==> config.mk <==
export PLATFORM = sky130hd
export DESIGN_NAME = alu_operand_ctrl
export DESIGN_NICKNAME = d
export VERILOG_FILES = /design/src/rtl/cpu_ctrl_pkg.sv /design/src/rtl/fwd_compare.sv /design/src/rtl/alu_operand_ctrl.sv
export SDC_FILE = /design/constraint.sdc
export NUM_CORES = 1
export LEC_CHECK = 0
export BUFFER_PORTS_ARGS = -buffer_cell sky130_fd_sc_hd__buf_2
export CAP_MARGIN = 20
export CORE_AREA = 2 2 42 73
export DETAILED_ROUTE_END_ITERATION = 10
export DIE_AREA = 0 0 44 75
export PLACE_DENSITY = 0.77
export SLEW_MARGIN = 40
export SYNTH_ARGS = -nofsm -noshare
export SYNTH_HDL_FRONTEND = slang
export SYNTH_SLANG_ARGS = --single-unit
export TNS_END_PERCENT = 5
==> constraint.sdc <==
create_clock -name clk -period 1.6 [get_ports clk]
set_clock_uncertainty 0.15 [all_clocks]
set_input_delay 0.4 -clock clk [delete_from_list [all_inputs] [get_ports clk]]
set_output_delay 0.4 -clock clk [all_outputs]
set_load 0.01 [all_outputs]
==> src/rtl/cpu_ctrl_pkg.sv <==
// Shared encodings for the EX-stage operand controller: operand classes,
// forwarding selects and controller states.
package cpu_ctrl_pkg;

  localparam int unsigned ZERO_REG = 31;

  typedef enum logic [1:0] {
    OPC_R     = 2'b00,
    OPC_D     = 2'b01,
    OPC_I     = 2'b10,
    OPC_OTHER = 2'b11
  } op_class_t;

  typedef enum logic [1:0] {
    FWD_RF    = 2'b00,
    FWD_MEMWB = 2'b01,
    FWD_EXMEM = 2'b10
  } fwd_sel_t;

  typedef enum logic [1:0] {
    RUN        = 2'b00,
    LOAD_STALL = 2'b01,
    MEM_HOLD   = 2'b10
  } ctrl_state_t;

endpackage

==> src/rtl/fwd_compare.sv <==
// One source-vs-destination match. XZR never matches, so it is never
// forwarded and never causes a hazard.
module fwd_compare #(
  parameter int unsigned REG_BITS = 5,
  parameter int unsigned ZERO_REG = cpu_ctrl_pkg::ZERO_REG
) (
  input  logic [REG_BITS-1:0] src_i,
  input  logic                uses_i,
  input  logic [REG_BITS-1:0] dst_i,
  input  logic                dst_valid_i,
  input  logic                dst_wr_i,
  output logic                match_o
);

  localparam logic [REG_BITS-1:0] XZR = REG_BITS'(ZERO_REG);

  assign match_o = uses_i & dst_valid_i & dst_wr_i &
                   (src_i == dst_i) & (src_i != XZR);

endmodule

==> src/rtl/alu_operand_ctrl.sv <==
// EX-stage operand controller: registers ALU operand selects and forwarding
// selects, and sequences load-use stalls and data-memory freezes.
//
//   state      | meaning
//   RUN        | normal flow; load-use hazard inserts a bubble and stalls
//   LOAD_STALL | one cycle after the bubble; ID re-issues, load now in MEM
//   MEM_HOLD   | data memory busy; outputs and tracking frozen
module alu_operand_ctrl #(
  parameter int unsigned REG_BITS = 5,
  parameter int unsigned ZERO_REG = cpu_ctrl_pkg::ZERO_REG
) (
  input  logic                clk,
  input  logic                reset_n,
  input  logic                id_valid,
  input  logic [REG_BITS-1:0] id_rn,
  input  logic [REG_BITS-1:0] id_rm,
  input  logic                id_uses_rn,
  input  logic                id_uses_rm,
  input  logic [1:0]          id_op_class,
  input  logic [REG_BITS-1:0] id_rd,
  input  logic                id_reg_write,
  input  logic                id_mem_read,
  input  logic                flush,
  input  logic                mem_busy,
  output logic                ex_alu_src1,
  output logic                ex_alu_src2,
  output logic [1:0]          ex_fwd_a,
  output logic [1:0]          ex_fwd_b,
  output logic                stall,
  output logic                bubble
);

  import cpu_ctrl_pkg::*;

  ctrl_state_t state_q, state_d;

  logic                ex_valid_q, ex_wr_q, ex_ld_q;
  logic [REG_BITS-1:0] ex_rd_q;
  logic                mem_valid_q, mem_wr_q;
  logic [REG_BITS-1:0] mem_rd_q;

  logic     src1_q, src2_q, src1_d, src2_d;
  fwd_sel_t fwd_a_q, fwd_b_q, fwd_a_d, fwd_b_d;

  logic m_ex_a, m_ex_b, m_mem_a, m_mem_b;
  logic load_use, advance, squash;

  fwd_compare #(.REG_BITS(REG_BITS), .ZERO_REG(ZERO_REG)) u_cmp_ex_a (
    .src_i(id_rn), .uses_i(id_uses_rn), .dst_i(ex_rd_q),
    .dst_valid_i(ex_valid_q), .dst_wr_i(ex_wr_q), .match_o(m_ex_a)
  );
  fwd_compare #(.REG_BITS(REG_BITS), .ZERO_REG(ZERO_REG)) u_cmp_ex_b (
    .src_i(id_rm), .uses_i(id_uses_rm), .dst_i(ex_rd_q),
    .dst_valid_i(ex_valid_q), .dst_wr_i(ex_wr_q), .match_o(m_ex_b)
  );
  fwd_compare #(.REG_BITS(REG_BITS), .ZERO_REG(ZERO_REG)) u_cmp_mem_a (
    .src_i(id_rn), .uses_i(id_uses_rn), .dst_i(mem_rd_q),
    .dst_valid_i(mem_valid_q), .dst_wr_i(mem_wr_q), .match_o(m_mem_a)
  );
  fwd_compare #(.REG_BITS(REG_BITS), .ZERO_REG(ZERO_REG)) u_cmp_mem_b (
    .src_i(id_rm), .uses_i(id_uses_rm), .dst_i(mem_rd_q),
    .dst_valid_i(mem_valid_q), .dst_wr_i(mem_wr_q), .match_o(m_mem_b)
  );

  assign load_use = id_valid & ex_ld_q & (m_ex_a | m_ex_b);

  always_comb begin
    src1_d = 1'b0;
    src2_d = 1'b0;
    case (op_class_t'(id_op_class))
      OPC_D:   src1_d = 1'b1;
      OPC_I:   src2_d = 1'b1;
      default: ;
    endcase
    // EX/MEM match has priority: it holds the younger value
    fwd_a_d = m_ex_a ? FWD_EXMEM : (m_mem_a ? FWD_MEMWB : FWD_RF);
    fwd_b_d = m_ex_b ? FWD_EXMEM : (m_mem_b ? FWD_MEMWB : FWD_RF);
  end

  always_comb begin
    state_d = state_q;
    stall   = 1'b0;
    bubble  = 1'b0;
    advance = 1'b1;
    squash  = ~id_valid | flush;
    case (state_q)
      LOAD_STALL: begin
        if (mem_busy) begin
          stall   = 1'b1;
          advance = 1'b0;
          state_d = MEM_HOLD;
        end else begin
          state_d = RUN;
        end
      end
      RUN, MEM_HOLD: begin
        // Leaving MEM_HOLD behaves like RUN so a pending hazard is re-checked
        if (mem_busy) begin
          stall   = 1'b1;
          advance = 1'b0;
          state_d = MEM_HOLD;
        end else if (load_use) begin
          bubble = 1'b1;
          squash = 1'b1;
          if (!flush) begin
            stall   = 1'b1;
            state_d = LOAD_STALL;
          end else begin
            state_d = RUN;
          end
        end else begin
          state_d = RUN;
        end
      end
      default: state_d = RUN;
    endcase
  end

  always_ff @(posedge clk or negedge reset_n) begin
    if (!reset_n) begin
      state_q     <= RUN;
      ex_valid_q  <= 1'b0;
      ex_wr_q     <= 1'b0;
      ex_ld_q     <= 1'b0;
      ex_rd_q     <= '0;
      mem_valid_q <= 1'b0;
      mem_wr_q    <= 1'b0;
      mem_rd_q    <= '0;
      src1_q      <= 1'b0;
      src2_q      <= 1'b0;
      fwd_a_q     <= FWD_RF;
      fwd_b_q     <= FWD_RF;
    end else begin
      state_q <= state_d;
      if (advance) begin
        mem_valid_q <= ex_valid_q;
        mem_wr_q    <= ex_wr_q;
        mem_rd_q    <= ex_rd_q;
        if (squash) begin
          ex_valid_q <= 1'b0;
          ex_wr_q    <= 1'b0;
          ex_ld_q    <= 1'b0;
          ex_rd_q    <= '0;
          src1_q     <= 1'b0;
          src2_q     <= 1'b0;
          fwd_a_q    <= FWD_RF;
          fwd_b_q    <= FWD_RF;
        end else begin
          ex_valid_q <= 1'b1;
          ex_wr_q    <= id_reg_write;
          ex_ld_q    <= id_mem_read;
          ex_rd_q    <= id_rd;
          src1_q     <= src1_d;
          src2_q     <= src2_d;
          fwd_a_q    <= fwd_a_d;
          fwd_b_q    <= fwd_b_d;
        end
      end
    end
  end

  assign ex_alu_src1 = src1_q;
  assign ex_alu_src2 = src2_q;
  assign ex_fwd_a    = fwd_a_q;
  assign ex_fwd_b    = fwd_b_q;

endmodule

* After elaboration in Yosys (flattened, before gate mapping) *
Index checks and enable logic that the tools add are counted.

storage, ports and cells
  register bits = 23
  input port bits = 26
  output and inout bits = 8
  logic and storage cells = 78

operators by class
  eq/ne operators = 10
  multiplexer cells = 32
  bitwise operators = 21
  reductions and logical operators = 3

operator list
  cell                count
  $mux 1              22
  $eq 5x5->1          4
  $and 1x1->1         18
  $mux 2              7
  $ne 5x5->1 const B  2
  $mux 5              1
  $eq 2x1->1 const B  2
  $eq 2x2->1 const B  2
  $pmux 2 s2          1
  $reduce_or 3->1     1
  $logic_not 2->1     1
  $or 1x1->1          2
  $pmux 1 s2          1
  $reduce_or 2->1     1
  $not 1->1           1

* Longest topological paths before layout *
  word-level depth = 10
  mapped depth = 6
  gate-level depth less buffers = 5

* Hierarchy *
From an unflattened synthesis, not the netlist that was laid out.

unflattened totals
  cell total of the unflattened synthesis = 141
  area, all modules = 1301.2 µm²

modules (own cells, without submodules)
  module            times used  cells an instance  area an instance (µm²)  seq. area each (µm²)
  alu_operand_ctrl  1           101                996.0                   575.6
  fwd_compare       4           10                 76.3                    0.0

* Least setup slack after synthesis *
OpenSTA, ideal clock, no wires.

  path kind = register -> output
  from = register ex_rd_q[0]
  to = output stall
  arrival time = 1.374 ns
  required time = 1.050 ns
  path slack = -0.324 ns
  cell stages (with the launch flop) = 6
  path buffers = 0
  path through = dfrtp_1 -> xnor2_1 -> nand4_1 -> nor3_2 -> nor2_1 -> o31ai_1

between the ends
  longest elaborated chain between the ends = 8
  elaborated cells on any way between the ends = 11
  those cells by class = eq/ne (2); mux (3); bitwise (6)

RTL lines
  item                      line                     RTL
  start: declaration        alu_operand_ctrl.sv:38   logic [REG_BITS-1:0] ex_rd_q;
  start signal: assignment  alu_operand_ctrl.sv:152  ex_rd_q <= id_rd;
  $eq 5x5->1                fwd_compare.sv:18        (src_i == dst_i) & (src_i != XZR);
  $and 1x1->1               fwd_compare.sv:17        assign match_o = uses_i & dst_valid_i & dst_wr_i &
  $and 1x1->1               fwd_compare.sv:18
  $or 1x1->1 (*)            alu_operand_ctrl.sv:65   assign load_use = id_valid & ex_ld_q & (m_ex_a | m_ex_b);
  $and 1x1->1 (*)           alu_operand_ctrl.sv:65
  $mux 1 (*)                alu_operand_ctrl.sv:102  end else if (load_use) begin
  $mux 1 (*)                alu_operand_ctrl.sv:98   if (mem_busy) begin
  $pmux 1 s2 (*)            alu_operand_ctrl.sv:86   case (state_q)
  end: declaration          alu_operand_ctrl.sv:29   output logic stall,

Every way passes the cells marked *; elsewhere a longest branch is shown, timed or not.

* Final worst setup path *
  from = register ex_rd_q[4]
  to = output stall

The elaborated chain is that of the path after synthesis.

==> impl_metrics.env <==
export IMPL_outcome="finished with violations"
export IMPL_violations="setup timing"
export IMPL_fp_dieW_um=44
export IMPL_cts_buffers_inserted=3
export IMPL_placeableCoreArea_mm2=0.00269
export IMPL_clk_pin_slew_ns=0.09
export IMPL_synth_top_family_by_area="XOR/XNOR gates"
export IMPL_ys_flop_type="dfrtp_1"
export IMPL_syn_area_per_cell_um2=11.5
export IMPL_place_congestion=0.956
export IMPL_grt_pass1_wl_um=4790
export IMPL_maxCapViolCount=0
export IMPL_setup_violations=15
export IMPL_hold_depth=2
export IMPL_fillers=241
export IMPL_power_density_mw_per_mm2=756
export IMPL_cts_tree="done"
export IMPL_synth_async_reset_ratio_pct=100
export IMPL_path_cells="xnor2_1 -> nand4_1 -> nor3_2 -> nor2_1 -> o31ai_2 -> buf_2"
export IMPL_dieArea_mm2=0.00330
export IMPL_port_buffers=33
export IMPL_max_slew_worst_pin_slew_ns=0.509
export IMPL_post_cts_buffers=0
export IMPL_io_pins=34
export IMPL_rsz0062_at_grt="true"
export IMPL_critical_path_top_delay_family="flip-flops"
export IMPL_slew_violations=0
export IMPL_ys_warnings_count=0
export IMPL_clock_latency_ns=0.27
export IMPL_grt_max_degree=24
export IMPL_worstHoldStart="flush"
export IMPL_first_global_vias=1089
export IMPL_required_ns=1.05
export IMPL_synth_mux_area_fraction_pct=6.67
export IMPL_r2r_cells=7
export IMPL_hold_viol=0
export IMPL_synth_xor_area_share_pct=14.8
export IMPL_finalWirelength_um=3030
export IMPL_drtIter0Drc=26
export IMPL_final_cell_mix="33 x buf_2, 23 x buf_4, 22 x dfrtp_1, 12 x xnor2_1, 11 x a32o_1"
export IMPL_synth_edf_count=0
export IMPL_fin_ws_ns=-0.672
export IMPL_endpoint_kind="output pin"
export IMPL_yosysSeqAreaShare_pct=48.7
export IMPL_hold_class="in -> reg"
export IMPL_synthAdderAreaFrac_pct=0
export IMPL_initial_utilization_pct=43.9
export IMPL_wl_per_cell_um=16.1
export IMPL_power_leakage_nw=0.803
export IMPL_period_share_pct=142
export IMPL_finalPower_mw=1.23
export IMPL_synth_simple_gate_area_share_pct=14.0
export IMPL_htreeDepth=1
export IMPL_avgViaCountPerCell=5.59
export IMPL_fin_setup_tns_ns=-4.36
export IMPL_holdPathEnd="state_q[0]"
export IMPL_drive_above_1_share_pct=47.2
export IMPL_peakVddDrop_mv=0.617
export IMPL_cp_slowest_cell="dfrtp_1"
export IMPL_layout_nets=188
export IMPL_final_common_cell="buf_2"
export IMPL_synth_cells=103
export IMPL_areaGrowthSynthToFinish_pct=37.8
export IMPL_fp_row_count=25
export IMPL_firstDrtPassIters=4
export IMPL_die_height_um=75
export IMPL_path_buf_inv=1
export IMPL_clock_sinks=23
export IMPL_synth_compound_area_share_pct=13.0
export IMPL_dp_hpwl_um=2380
export IMPL_antenna_found_initial=0
export IMPL_critPathMaxStageDelay_ns=0.44
export IMPL_synth_distinct_cells=24
export IMPL_via_count=1051
export IMPL_max_freq_mhz=440
export IMPL_timing_rr_end="ex_rd_q[1]"
export IMPL_critPathKind="reg -> out"
export IMPL_rrSetupSlack_ns=-0.27
export IMPL_start_kind="register"
export IMPL_crit_arrival_ns=1.72
export IMPL_synth_seq_cells=23
export IMPL_grt_overflow_total=0
export IMPL_r2r_start="ex_rd_q[4]"
export IMPL_critPathMaxFanout=3
export IMPL_clockBufferDepth=2
export IMPL_diodes=0
export IMPL_drtAntennaViolNets=0
export IMPL_multiInputGateArea_um2=601
export IMPL_synth_nets=129
export IMPL_max_slew_margin_pct=66.0
export IMPL_regArea_um2=577
export IMPL_grt_use_total_pct=20.0
export IMPL_period_minus_slack_ns=2.27
export IMPL_root_buffer="clkbuf_8"
export IMPL_synth_area_mm2=0.00118
export IMPL_drc_errors=0
[Yosys cell counts (all sizes together), types with 2 or more instances]
master / number / share of area (%)
xnor2: 14 / 10
xor2: 6 / 4.4
nor3: 6 / 3.4
nand4: 2 / 1.1
nor2: 3 / 0.95
dfrtp: 23 / 49
nand2: 6 / 1.9
inv: 2 / 0.64
nand3: 6 / 2.5
a32o: 11 / 9.3
buf: 3 / 1.8
nand3b: 3 / 1.9
nor2b: 2 / 1.1
mux2: 7 / 6.7
o21ai: 3 / 1.6
[state kept, by name, indices dropped and copies added, names as in the netlist]
signal,flops
ex_fwd_a,2
ex_valid_q,1
ex_wr_q,1
state_q,2
mem_valid_q,1
mem_rd_q,5
ex_alu_src2,1
ex_ld_q,1
ex_fwd_b,2
mem_wr_q,1
ex_rd_q,5
ex_alu_src1,1
[logic make-up (layout without fill, tap and decap cells)]
logic type,Yosys count,in the layout
AO/OA/AOI/OAI,17,17
XOR/XNOR,20,20
buffers and inverters,6,64
flip-flops,23,23
multiplexers,7,7
AND/OR/NAND/NOR,30,30
[report_power, final]
part | internal [mW] | switching, mW | leakage [nW] | total [mW]
sequential | 0.610 | 0.0296 | 0.309 | 0.640
clock | 0.174 | 0.196 | 0.0255 | 0.370
combinational | 0.126 | 0.0956 | 0.468 | 0.221
total | 0.910 | 0.321 | 0.803 | 1.23
[metal layers]
metal / global-route usage, % / wire length [µm] / vias to the layer above
li1: - / - / 498
met5: 0 / 0 / -
met4: 8.75 / 54 / 0
met1: 21.6 / 1160 / 509
met3: 2.40 / 169 / 5
met2: 37.9 / 1640 / 39
[how the worst max path moves through the flow]
stage,startpoint,end,slack (ns),cells past startpoint
6_report,ex_rd_q[4],stall,-0.67,6
2_1_floorplan,ex_rd_q[4],stall,-0.23,5
3_5_place_dp,id_rm[2],stall,-0.52,8
3_3_place_gp,id_rm[2],stall,-0.50,8
5_1_grt,ex_rd_q[2],stall,-0.78,6
4_1_cts,ex_rd_q[0],stall,-0.72,6
[repair_timing]
action | 4_1_cts | 5_1_grt
hold buffers | 1 | 0
endpoints found under the hold margin | 23 | 0
resized for setup | 1 | 5
setup endpoints to repair | 15 | 16
pin swaps | 5 | 6
[area by class of cell]
type                    instances  area share [%]
inverters                       2           0.461
multi-input cells              74            36.9
repair buffers                 58            22.3
well taps                      27            2.08
clock inverters                 1           0.307
clock buffers                   3            2.54
flip-flops and latches         23            35.4
[metrics by stage]
stage | worst slack (ns) | hold WS [ns] | utilization (%) | area [µm²] | std cells
floorplan | -0.228 | -0.0456 | - | 1190 | 103
global placement | -0.501 | 0.234 | 57.3 | 1540 | 183
CTS | -0.722 | 0.177 | 59.5 | 1600 | 188
detailed placement | -0.515 | 0.253 | 57.3 | 1540 | 183
global route | -0.777 | 0.178 | 60.5 | 1630 | 188
finish | -0.672 | 0.179 | 60.5 | 1630 | 188
Note: power is estimated with default switching activity, not from simulation.
